### src/rtl/rca_frame_accum.sv
// Frame accumulator wrapped around an external 32-bit ripple-carry adder.
// Sums FRAME_LEN samples into a 40-bit result with a sticky wrap flag and
// presents it downstream over a valid/ready handshake.
module rca_frame_accum #(
  parameter int unsigned FRAME_LEN = 16
) (
  input  logic        clk,
  input  logic        rst,
  input  logic        start,
  input  logic        in_valid,
  input  logic [31:0] in_data,
  output logic        in_ready,
  output logic [31:0] add_a,
  output logic [31:0] add_b,
  output logic        add_cin,
  input  logic [31:0] add_sum,
  input  logic        add_cout,
  output logic        out_valid,
  input  logic        out_ready,
  output logic [39:0] out_sum,
  output logic        out_ovf,
  output logic        busy
);

  typedef enum logic [1:0] {
    IDLE = 2'd0,
    ACC  = 2'd1,
    HOLD = 2'd2
  } state_t;

  localparam logic [15:0] LAST_CNT = 16'(FRAME_LEN - 1);

  state_t      state_q, state_d;
  logic [31:0] acc_lo_q, acc_lo_d;
  logic [7:0]  ext_q, ext_d;
  logic [15:0] cnt_q, cnt_d;
  logic        ovf_q, ovf_d;
  logic [39:0] out_sum_q, out_sum_d;
  logic        out_ovf_q, out_ovf_d;
  logic        out_valid_q, out_valid_d;

  logic [7:0]  ext_next;
  logic        ovf_next;

  // Adder carry-out feeds the 8-bit extension; a carry out of the extension
  // itself is the 40-bit wrap, which stays flagged for the rest of the frame.
  assign ext_next = 8'(ext_q + {7'b0, add_cout});
  assign ovf_next = ovf_q | ((ext_q == 8'hFF) & add_cout);

  assign in_ready  = (state_q == ACC);
  assign busy      = (state_q != IDLE);
  assign add_a     = acc_lo_q;
  assign add_b     = (state_q == ACC) ? in_data : '0;
  assign add_cin   = 1'b0;
  assign out_valid = out_valid_q;
  assign out_sum   = out_sum_q;
  assign out_ovf   = out_ovf_q;

  always_comb begin
    state_d     = state_q;
    acc_lo_d    = acc_lo_q;
    ext_d       = ext_q;
    cnt_d       = cnt_q;
    ovf_d       = ovf_q;
    out_sum_d   = out_sum_q;
    out_ovf_d   = out_ovf_q;
    out_valid_d = out_valid_q;

    unique case (state_q)
      IDLE: begin
        if (start) begin
          acc_lo_d = '0;
          ext_d    = '0;
          cnt_d    = '0;
          ovf_d    = 1'b0;
          state_d  = ACC;
        end
      end
      ACC: begin
        if (in_valid) begin
          acc_lo_d = add_sum;
          ext_d    = ext_next;
          ovf_d    = ovf_next;
          cnt_d    = cnt_q + 16'd1;
          if (cnt_q == LAST_CNT) begin
            out_sum_d   = {ext_next, add_sum};
            out_ovf_d   = ovf_next;
            out_valid_d = 1'b1;
            state_d     = HOLD;
          end
        end
      end
      HOLD: begin
        if (out_ready) begin
          out_valid_d = 1'b0;
          state_d     = IDLE;
        end
      end
      default: state_d = IDLE;
    endcase
  end

  always_ff @(posedge clk) begin
    if (rst) begin
      state_q     <= IDLE;
      acc_lo_q    <= '0;
      ext_q       <= '0;
      cnt_q       <= '0;
      ovf_q       <= 1'b0;
      out_sum_q   <= '0;
      out_ovf_q   <= 1'b0;
      out_valid_q <= 1'b0;
    end else begin
      state_q     <= state_d;
      acc_lo_q    <= acc_lo_d;
      ext_q       <= ext_d;
      cnt_q       <= cnt_d;
      ovf_q       <= ovf_d;
      out_sum_q   <= out_sum_d;
      out_ovf_q   <= out_ovf_d;
      out_valid_q <= out_valid_d;
    end
  end

endmodule

### config.mk
export PLATFORM = sky130hd
export DESIGN_NAME = rca_frame_accum
export DESIGN_NICKNAME = d
export VERILOG_FILES = /design/src/rtl/rca_frame_accum.sv
export SDC_FILE = /design/constraint.sdc
export NUM_CORES = 1
export LEC_CHECK = 0
export BUFFER_PORTS_ARGS = -buffer_cell sky130_fd_sc_hd__buf_2
export CAP_MARGIN = 20
export CORE_AREA = 4 4 115 117
export DETAILED_ROUTE_END_ITERATION = 7
export DIE_AREA = 0 0 119 121
export PLACE_DENSITY = 0.63
export REMOVE_ABC_BUFFERS = 1
export SLEW_MARGIN = 15
export SYNTH_ARGS = -nofsm -noshare
export SYNTH_HDL_FRONTEND = slang
export SYNTH_SLANG_ARGS = --single-unit
### constraint.sdc
create_clock -name clk -period 1.8 [get_ports clk]
set_clock_uncertainty 0.05 [all_clocks]
set_input_delay 0.18 -clock clk [delete_from_list [all_inputs] [get_ports clk]]
set_output_delay 0.18 -clock clk [all_outputs]
set_load 0.05 [all_outputs]
==> out/metrics.csv, run 1 <==
metric,value,unit
syn_area_per_cell,8.44,um^2
initial detailed-routing violation count,195,
Antenna diodes,0,
H-tree levels,3,
reg2reg path depth,4,
final worst slack,0.0558,ns
Via Count,4283,
share of the synthesized area in the top cell type,48.1,%
Seq pwr share,44.7,%
number of global-route vias before repair,3952,
Ys Warns,0,
Worst Setup End Kind,flip-flop,
Final setup viols,0,
drc violations,0,
FP Rows,41,
crit path time final,1.74,ns
share of post-route cells with drive strength above 1,36.6,%
largest net degree at the start of global routing,53,
worst rel slew slack,63.6,%
Final Hold Viols,0,
Die Area,0.0144,mm^2
"FF+latch count, synth",101,
Worst Hold Endpoint,out_valid,
synth unique cells,38,
Num CTS Buffers,9,
Layout area overhead,43.8,%
initial antenna violation count,0,
Die Wd,119,um
DP Worst Slack,0.0341,ns
worst hold path startpoint,out_ready,
sequential share of the synthesized area,48.1,%
final instance area,0.00604,mm^2
Hold WC Path Type,in -> reg,
clock sink total,101,
met2 WL,6300,um
max-cap violations,0,
DRT Wirelength,12800,um
Initial Util,34.0,%
clock insertion delay at the later pin of the skew report,0.34,ns
DR WL/cell,15.1,um
most frequent cell after synthesis,dfxtp_1,
clock group share of total power,41.2,%
WL met3,1060,um
top sig layer,met4,
Slew @ Worst Pin,0.547,ns
cell count after synthesis,498,
Core Region,0.0124,mm^2
switching power,1.29,mW
Final nets,745,
crit path kind,reg -> reg,
PortBufs,177,
sw frac,25.3,%
number of synthesized flops with an enable pin,0,
fmax,573,MHz
combinational share of power,14.1,%
Placed Cells,827,
GP Congestion,0.837,
fraction of registers with async set/reset,0,%
Final Non-Filler Cells,849,
Ports,179,
"setup slack, reg-to-reg",0.06,ns
prevailing post-synth register cell,dfxtp_1,
TritonCTS clock tree,done,
PwrDens,842,mW/mm^2
top cell type by total area after synthesis,dfxtp_1,
first-pass GRT wire length,19900,um
Crit Path Max Fanout,8,
Routed met1 length,5330,um
VDD IR max,0.485,mV
hold path cells,2,
CTS max path bufs,2,
Via density,5.04,
Root Driver,clkbuf_16,
Fin Hold WS,0.0345,ns
clock transition at the registers of the reported paths,0.07,ns
grt ovf,0,
internal power,3.80,mW
Routed Antenna Nets,0,
Detailed Place HPWL,8960,um
Leak,2.56,nW
GRT Util Overall,17.0,%
worst reg2reg endpoint,cnt_q[15],
Pins Over Slew Limit,0,
Final period util,96.9,%
1st-pass router iterations,4,
Critical Path RT,2.02,ns
Placement Cell Area,0.00537,mm^2
Worst EP arrival,1.96,ns
Post-Syn Area,0.00420,mm^2
Die Ht,121,um
CP Launch Type,flip-flop,
commonest cells in the netlist,"dfxtp_1, a21oi_1, nor2_1, o21ai_0, nand3_1",
Synth area leaders,"dfxtp_1, a21oi_1, a22oi_1",
FF-to-FF Start,state_q[1],
status,"finished, final reports clean",
==> layer usage <==
| metal | global-route usage [%] | vias to the layer above |
|---|---|---|
| met5 | 0 | - |
| met4 | 4.34 | 0 |
| met3 | 6.06 | 6 |
| met2 | 29.1 | 180 |
| met1 | 20.1 | 1993 |
| li1 | - | 2104 |
==> placed cells by master, fill, tap and decap left out, types with 3 or more instances in the layout <==
| cell | netlist | layout |
|---|---|---|
| xnor2_1 | 9 | 9 |
| nor4_1 | 7 | 4 |
| or3_1 | 7 | 6 |
| and2_4 | 0 | 4 |
| nand2_1 | 10 | 10 |
| buf_6 | 0 | 24 |
| xor2_1 | 4 | 4 |
| a211oi_1 | 5 | 5 |
| buf_4 | 1 | 29 |
| nor3_1 | 9 | 8 |
| clkbuf_16 | 0 | 11 |
| inv_1 | 7 | 7 |
| o21ai_0 | 44 | 42 |
| buf_2 | 14 | 145 |
| buf_12 | 0 | 6 |
| a22oi_1 | 35 | 35 |
| nand4b_1 | 4 | 4 |
| nand4_1 | 4 | 4 |
| dfxtp_2 | 0 | 5 |
| nor2_1 | 54 | 53 |
| dfxtp_1 | 101 | 96 |
| a21oi_1 | 55 | 53 |
| nor2b_1 | 4 | 3 |
| and2_1 | 33 | 29 |
| nand3_1 | 39 | 39 |
==> critical path: stages (launching register included) <==
cell and delay (ns):
dfxtp_1 0.31, and4b_2 0.31, or4b_4 0.51, or3_4 0.35
a21oi_2 0.14
==> per-stage QoR <==
step / utilization, % / power, mW / TNS, ns
after detailed placement: 43.4 / 2.96 / 0
after global routing: 48.9 / 5.30 / -0.0455
final: 48.9 / 5.09 / 0
after CTS: 46.8 / 5.09 / 0
after global placement: 43.4 / 2.95 / 0
after floorplan: - / 2.70 / -196.87
==> how the worst max path moves through the flow <==
stage | from | to | slack [ns] | cells after the start
2_1_floorplan | state_q[0] | ext_q[5] | -2.30 | 4
3_3_place_gp | cnt_q[5] | cnt_q[15] | 0.11 | 4
3_5_place_dp | cnt_q[5] | cnt_q[15] | 0.03 | 4
4_1_cts | state_q[1] | add_b[23] | 0.001 | 5
5_1_grt | cnt_q[4] | out_sum[9] | -0.02 | 7
6_report | state_q[1] | cnt_q[15] | 0.06 | 4
==> power groups by stage <==
| stage | Combinational, mW | Clock [mW] | Sequential (mW) |
|---|---|---|---|
| 3_5_place_dp | 0.632 | 0 | 2.33 |
| 3_3_place_gp | 0.626 | 0 | 2.33 |
| 4_1_cts | 0.665 | 2.15 | 2.28 |
| 2_1_floorplan | 0.290 | 0 | 2.41 |
| 5_1_grt | 0.763 | 2.26 | 2.28 |
| 6_report | 0.719 | 2.10 | 2.28 |
==> flip-flops by register name, summed over array words and instances (netlist names) <==
signal / flops
add_a: 32
cnt_q: 16
ext_q: 8
out_ovf: 1
out_sum: 40
out_valid: 1
ovf_q: 1
state_q: 2
==> cells by family after synthesis <==
logic type	Yosys count	synth area share, %
other cells	1	0.0892
xor+xnor	13	2.71
flops	101	48.1
mux	1	0.238
simple gates	181	22.6
compound gates	146	20.2
fa+ha+maj	3	0.893
buf+inv	52	5.15
==> cell type report <==
class                   instances  area, um^2
well taps                     172         215
repair buffers                208        1410
clock buffers                  12         256
multi-input cells             345        2030
clock inverters                 4        70.1
flip-flops and latches        101        2030
fillers                      1165        6320
inverters                       7        26.3
==> what timing repair did <==
action,4_1_cts,5_1_grt
resized for setup,35,49
cloned,1,2
endpoints found under the setup margin,33,57
setup buffers,0,3
pin swaps,0,5
endpoints found under the hold margin,0,0
hold buffers,0,0
No activity file was read; power rests on OpenSTA's default activity.
==> run 2: changes to the inputs <==
Settings changed: CAP_MARGIN 20 to 10, CORE_AREA 4 4 115 117 to 2 2 113 115, DIE_AREA 0 0 119 121 to 0 0 115 117.
Clock period 1.8 ns to 2.08 ns, I/O delays scaled along.
==> run 2 against run 1 <==
  * Register-to-register slack gained 0.18 ns
  * Power is 19% lower
  * Routed wire length down 10%
  * Critical endpoint is now add_b[22]
  * Cell count shrank 4.8%
==> out/metrics.csv, run 2 (same netlist as run 1, synthesis figures left out) <==
metric,value,unit,change
Die Ht,117,um,-3.3%
initial detailed-routing violation count,254,,+30%
post-layout total power,4.12,mW,-19%
Worst Setup End Kind,primary output,,
CP max stage cell,dfxtp_1,,
internal power,2.94,mW,-23%
Detailed Place HPWL,8140,um,-9.1%
final instance area,0.00553,mm^2,-8.5%
PortBufs,177,,unchanged
Critical Path RT,1.82,ns,-0.20 ns
fmax,510,MHz,
max-cap violations,0,,unchanged
TritonCTS clock tree,done,,
Die Wd,115,um,-3.4%
"commonest cells after routing, fill and taps aside","buf_2, dfxtp_1, a21oi_1",,
largest net degree at the start of global routing,87,,+64%
GP Congestion,0.784,,-6.3%
combinational share of power,13.1,%,-1.0 points
CP Launch Type,flip-flop,,
PwrDens,744,mW/mm^2,-12%
"most common cell after layout, fill and taps aside",buf_2,,
FF-to-FF Start,cnt_q[4],,
worst hold path startpoint,out_ready,,
crit-path cells,nor2b_2 > buf_6 > and2_1 > buf_2,,
top sig layer,met4,,
initial antenna violation count,0,,unchanged
Crit Path Max Fanout,33,,+25
Placement Cell Area,0.00524,mm^2,-2.4%
Pins Over Slew Limit,0,,unchanged
first-pass GRT wire length,17500,um,-12%
Final period util,94.2,%,
clock transition at the registers of the reported paths,0.07,ns,about the same
Layout area overhead,31.6,%,
Final Hold Viols,0,,unchanged
Worst EP arrival,1.70,ns,-0.26 ns
worst rel slew slack,66.6,%,+3.0 points
crit path launch,state_q[0],,
share of post-route cells with drive strength above 1,32.2,%,-4.4 points
Seq pwr share,47.8,%,+3.1 points
Core Region,0.0123,mm^2,-0.41%
clock insertion delay at the later pin of the skew report,0.34,ns,about the same
Num CTS Buffers,9,,unchanged
drc violations,0,,unchanged
Via density,5.19,,+2.8%
number of global-route vias before repair,3597,,-9.0%
Slew @ Worst Pin,0.501,ns,-0.0452 ns
Leak,2.37,nW,-7.3%
crit path kind,reg -> out,,
sum of buffers and inverters on the critical path,2,,+2
1st-pass router iterations,4,,unchanged
Largest register FFs,40,,unchanged
H-tree levels,3,,unchanged
VDD IR max,0.340,mV,-30%
status,"finished, final reports clean",,
DR WL/cell,14.3,um,-5.4%
met2 WL,5370,um,-15%
crit-path leading delay family,buffers and inverters,,
Final setup viols,0,,unchanged
WL met3,944,um,-11%
FP Rows,41,,unchanged
DRT Wirelength,11500,um,-10%
Via Count,4191,,-2.1%
fillcell total,1205,,+3.4%
Initial Util,34.1,%,+0.14 points
Die Area,0.0135,mm^2,-6.6%
Hold WC Path Type,in -> reg,,
Final nets,726,,-2.6%
Routed Antenna Nets,0,,unchanged
grt ovf,0,,unchanged
CTS max path bufs,2,,unchanged
Setup TNS Final,0,ns,unchanged
cts hold-fix bufs,0,,unchanged
Fin Hold WS,0.0485,ns,+0.0140 ns
RSZ-0062 raised after global routing,no,,
crit path time final,1.96,ns,
sw frac,28.5,%,+3.3 points
switching power,1.17,mW,-8.8%
crit-path max cell delay,0.44,ns,-0.07 ns
Routed met1 length,5060,um,-5.2%
clock sink total,101,,unchanged
Ports,179,,unchanged
Antenna diodes,0,,unchanged
Root Driver,clkbuf_16,,
clock group share of total power,39.1,%,-2.1 points
GRT Util Overall,16.3,%,-0.63 points
==> run 2: cell types whose count changed in the layout (fill, tap and decap cells not counted), sizes merged <==
cell      previous run  this run
buf                206       189
clkbuf              14         9
inv                  7        10
bufinv               2         0
clkinv               2         3
clkinvlp             0         1
==> run 2: final timing paths <==
kind | to | slack, ns | cells after the start
hold / removal | out_valid | 0.05 | 2
hold reg to reg | out_sum[17] | 0.43 | 2
setup reg to reg | cnt_q[11] | 0.24 | 4
setup / recovery | add_b[22] | 0.12 | 4
==> run 2: worst register-to-register path: stages (launching register included) <==
cell,delay (ns)
dfxtp_1,0.47
nand4_2,0.18
or4b_4,0.59
or3_1,0.34
a21oi_1,0.14
==> run 2: power by group through the flow <==
stage / Combinational [mW] / Sequential [mW] / Clock (mW)
after floorplan: 0.251 / 2.08 / 0
after global placement: 0.537 / 2.01 / 0
after detailed placement: 0.540 / 2.01 / 0
after CTS: 0.544 / 1.97 / 1.65
after global routing: 0.579 / 1.97 / 1.73
final: 0.538 / 1.97 / 1.61
==> run 2: what timing repair did <==
action                     4_1_cts  5_1_grt
cloned                           0        0
gates resized for setup          1        1
buffers inserted                 0        0
setup endpoints to repair        4       32
pin swaps                        0        0
==> run 2: per-stage QoR <==
| step | instances | utilization, % | worst slack, ns |
|---|---|---|---|
| final | 808 | 44.9 | 0.120 |
| after global routing | 808 | 44.9 | 0.00794 |
| after CTS | 808 | 44.9 | 0.00613 |
| after detailed placement | 792 | 42.6 | 0.240 |
| after global placement | 792 | 42.6 | 0.285 |
| after floorplan | 453 | - | -2.02 |
==> run 2: area by class of cell <==
class / count / area (um^2) / area share (%)
Timing Repair Buffer: 189 / 1040 / 18.8
Clock buffer: 9 / 225 / 4.07
Clock inverter: 7 / 58.8 / 1.06
Inverter: 7 / 26.3 / 0.475
Multi-Input combinational cell: 345 / 1970 / 35.6
Sequential cell: 101 / 2020 / 36.6
Tap cell: 150 / 188 / 3.39
==> run 2: layer usage <==
| metal | vias up | track usage, % |
|---|---|---|
| li1 | 2064 | - |
| met4 | 0 | 6.67 |
| met1 | 1934 | 20.8 |
| met3 | 8 | 3.96 |
| met2 | 185 | 26.7 |
| met5 | - | 0 |
==> run 3: changes to the inputs <==
Settings changed: GPL_TIMING_DRIVEN set to 0.
==> run 3 against run 2 <==
  * First-iteration DRC count shrank 16%
  * Sequential cell count is the same
  * Global-route usage grew 0.73 points
  * Clock-buffer cell count grew 2
  * Cell area grew 1.4%
  * Register-to-register slack lost 0.17 ns
==> out/metrics.csv, run 3 (same netlist as run 1, synthesis figures left out) <==
metric,value,unit,change
met1 usage,20.5,%,-0.29 points
cts hold-fix bufs,0,,unchanged
post-layout total power,4.23,mW,+2.8%
Placed Cells,787,,-0.63%
Via density,5.19,,+0.11%
Largest register FFs,40,,unchanged
status,"finished, final reports clean",,
Slew @ Worst Pin,0.528,ns,+0.0269 ns
RSZ-0062 raised after global routing,no,,
grt peak-use layer,met2,,
Worst EP arrival,2.18,ns,+0.48 ns
hold path cells,2,,unchanged
Layout area overhead,33.5,%,
Final Non-Filler Cells,811,,+0.37%
"most common cell after layout, fill and taps aside",buf_2,,
VDD IR max,0.386,mV,+13%
H-tree levels,3,,unchanged
Num CTS Buffers,9,,unchanged
Die Ht,117,um,unchanged
1st-pass router iterations,4,,unchanged
PwrDens,754,mW/mm^2,+1.4%
Worst Hold Endpoint,out_valid,,
first-pass GRT wire length,18200,um,+4.2%
TritonCTS clock tree,done,,
Critical Path RT,2.26,ns,+0.44 ns
initial antenna violation count,0,,unchanged
Crit Path Max Fanout,15,,-55%
Final setup viols,0,,unchanged
Root Driver,clkbuf_16,,
Worst Setup End Kind,flip-flop,,
GRT Util Overall,17.1,%,+0.73 points
crit path kind,reg -> reg,,
Via Count,4211,,+0.48%
Core Region,0.0123,mm^2,unchanged
Routed Antenna Nets,0,,unchanged
clock transition at the registers of the reported paths,0.07,ns,about the same
Final period util,96.4,%,+2.2 points
number of global-route vias before repair,3786,,+5.3%
Die Area,0.0135,mm^2,unchanged
CP Launch Type,flip-flop,,
Pins Over Slew Limit,0,,unchanged
Die Wd,115,um,unchanged
FF-to-FF Start,cnt_q[10],,
fmax,499,MHz,-2.3%
DR WL/cell,15.1,um,+5.9%
Final nets,729,,+0.41%
GP Congestion,0.852,,+8.6%
final worst slack,0.0743,ns,-0.0453 ns
Antenna diodes,0,,unchanged
DP Worst Slack,-0.519,ns,-0.759 ns
final core utilization,45.6,%,+0.63 points
Hold WC Path Type,in -> reg,,
clock insertion delay at the later pin of the skew report,0.35,ns,about the same
Leak,2.38,nW,+0.57%
share of post-route cells with drive strength above 1,32.7,%,+0.46 points
FP Rows,41,,unchanged
Fin Hold WS,0.0420,ns,-0.00652 ns
initial detailed-routing violation count,214,,-16%
grt met2 use,29.0,%,+2.3 points
drc violations,0,,unchanged
max-cap violations,0,,unchanged
worst reg2reg endpoint,out_sum[39],,
worst rel slew slack,64.8,%,-1.8 points
worst hold path startpoint,out_ready,,
Final Hold Viols,0,,unchanged
Detailed Place HPWL,8040,um,-1.3%
grt ovf,0,,unchanged
"commonest cells after routing, fill and taps aside","buf_2, dfxtp_1, a21oi_1",,
final instance area,0.00561,mm^2,+1.4%
clock sink total,101,,unchanged
Initial Util,34.1,%,unchanged
CTS max path bufs,2,,unchanged
Placement Cell Area,0.00520,mm^2,-0.72%
DRT Wirelength,12200,um,+6.3%
Ports,179,,unchanged
PortBufs,177,,unchanged
largest net degree at the start of global routing,54,,-38%
"setup slack, reg-to-reg",0.07,ns,-0.17 ns
met3 Usage GRT,4.02,%,+0.051 points
crit path time final,2.01,ns,+0.0453 ns
Setup TNS Final,0,ns,unchanged
reg2reg path depth,5,,+1
run 3: critical path, stage by stage (launching register included):
cell and delay, ns:
dfxtp_1 0.34, nor4_1 0.45, nand4_1 0.41, buf_6 0.29, nor4_1 0.27, nor3_1 0.07
run 3: worst max path at each step:
stage / endpoint / from / slack [ns]
5_1_grt: out_sum[39] / cnt_q[10] / 0.005
6_report: out_sum[39] / cnt_q[10] / 0.07
4_1_cts: ext_q[3] / state_q[0] / -0.05
3_3_place_gp: ext_q[5] / state_q[0] / -2.49
2_1_floorplan: ext_q[5] / state_q[0] / -2.02
3_5_place_dp: ext_q[5] / state_q[0] / -0.52
run 3: report_power, final:
group          leakage, nW  total, mW  switching, mW  internal, mW
Sequential           0.817       1.97         0.0151          1.96
Clock                0.134       1.70          0.735         0.966
Combinational         1.43      0.558          0.397         0.161
Total                 2.38       4.23           1.15          3.08
run 3: layer usage:
metal / wire length, um / share of wire, % / vias to the layer above
met5: 0 / 0 / -
met4: 185 / 1.5 / 0
met3: 883 / 7.2 / 11
met2: 5740 / 47 / 165
met1: 5440 / 44 / 1957
li1: - / - / 2078
run 3: cell type report:
| class | count | area (um^2) |
|---|---|---|
| multi-input cells | 348 | 2020 |
| well taps | 150 | 188 |
| flip-flops and latches | 101 | 2020 |
| inverters | 7 | 26.3 |
| clock buffers | 11 | 243 |
| fillers | 1178 | 6700 |
| repair buffers | 189 | 1050 |
| clock inverters | 5 | 60.1 |
run 3: timing repair:
| item | 4_1_cts | 5_1_grt |
|---|---|---|
| setup endpoints to repair | 119 | 78 |
| buffers inserted | 0 | 5 |
| gates cloned | 2 | 1 |
| endpoints found under the hold margin | 0 | 0 |
| resized for setup | 3 | 5 |
| pin swaps | 1 | 2 |
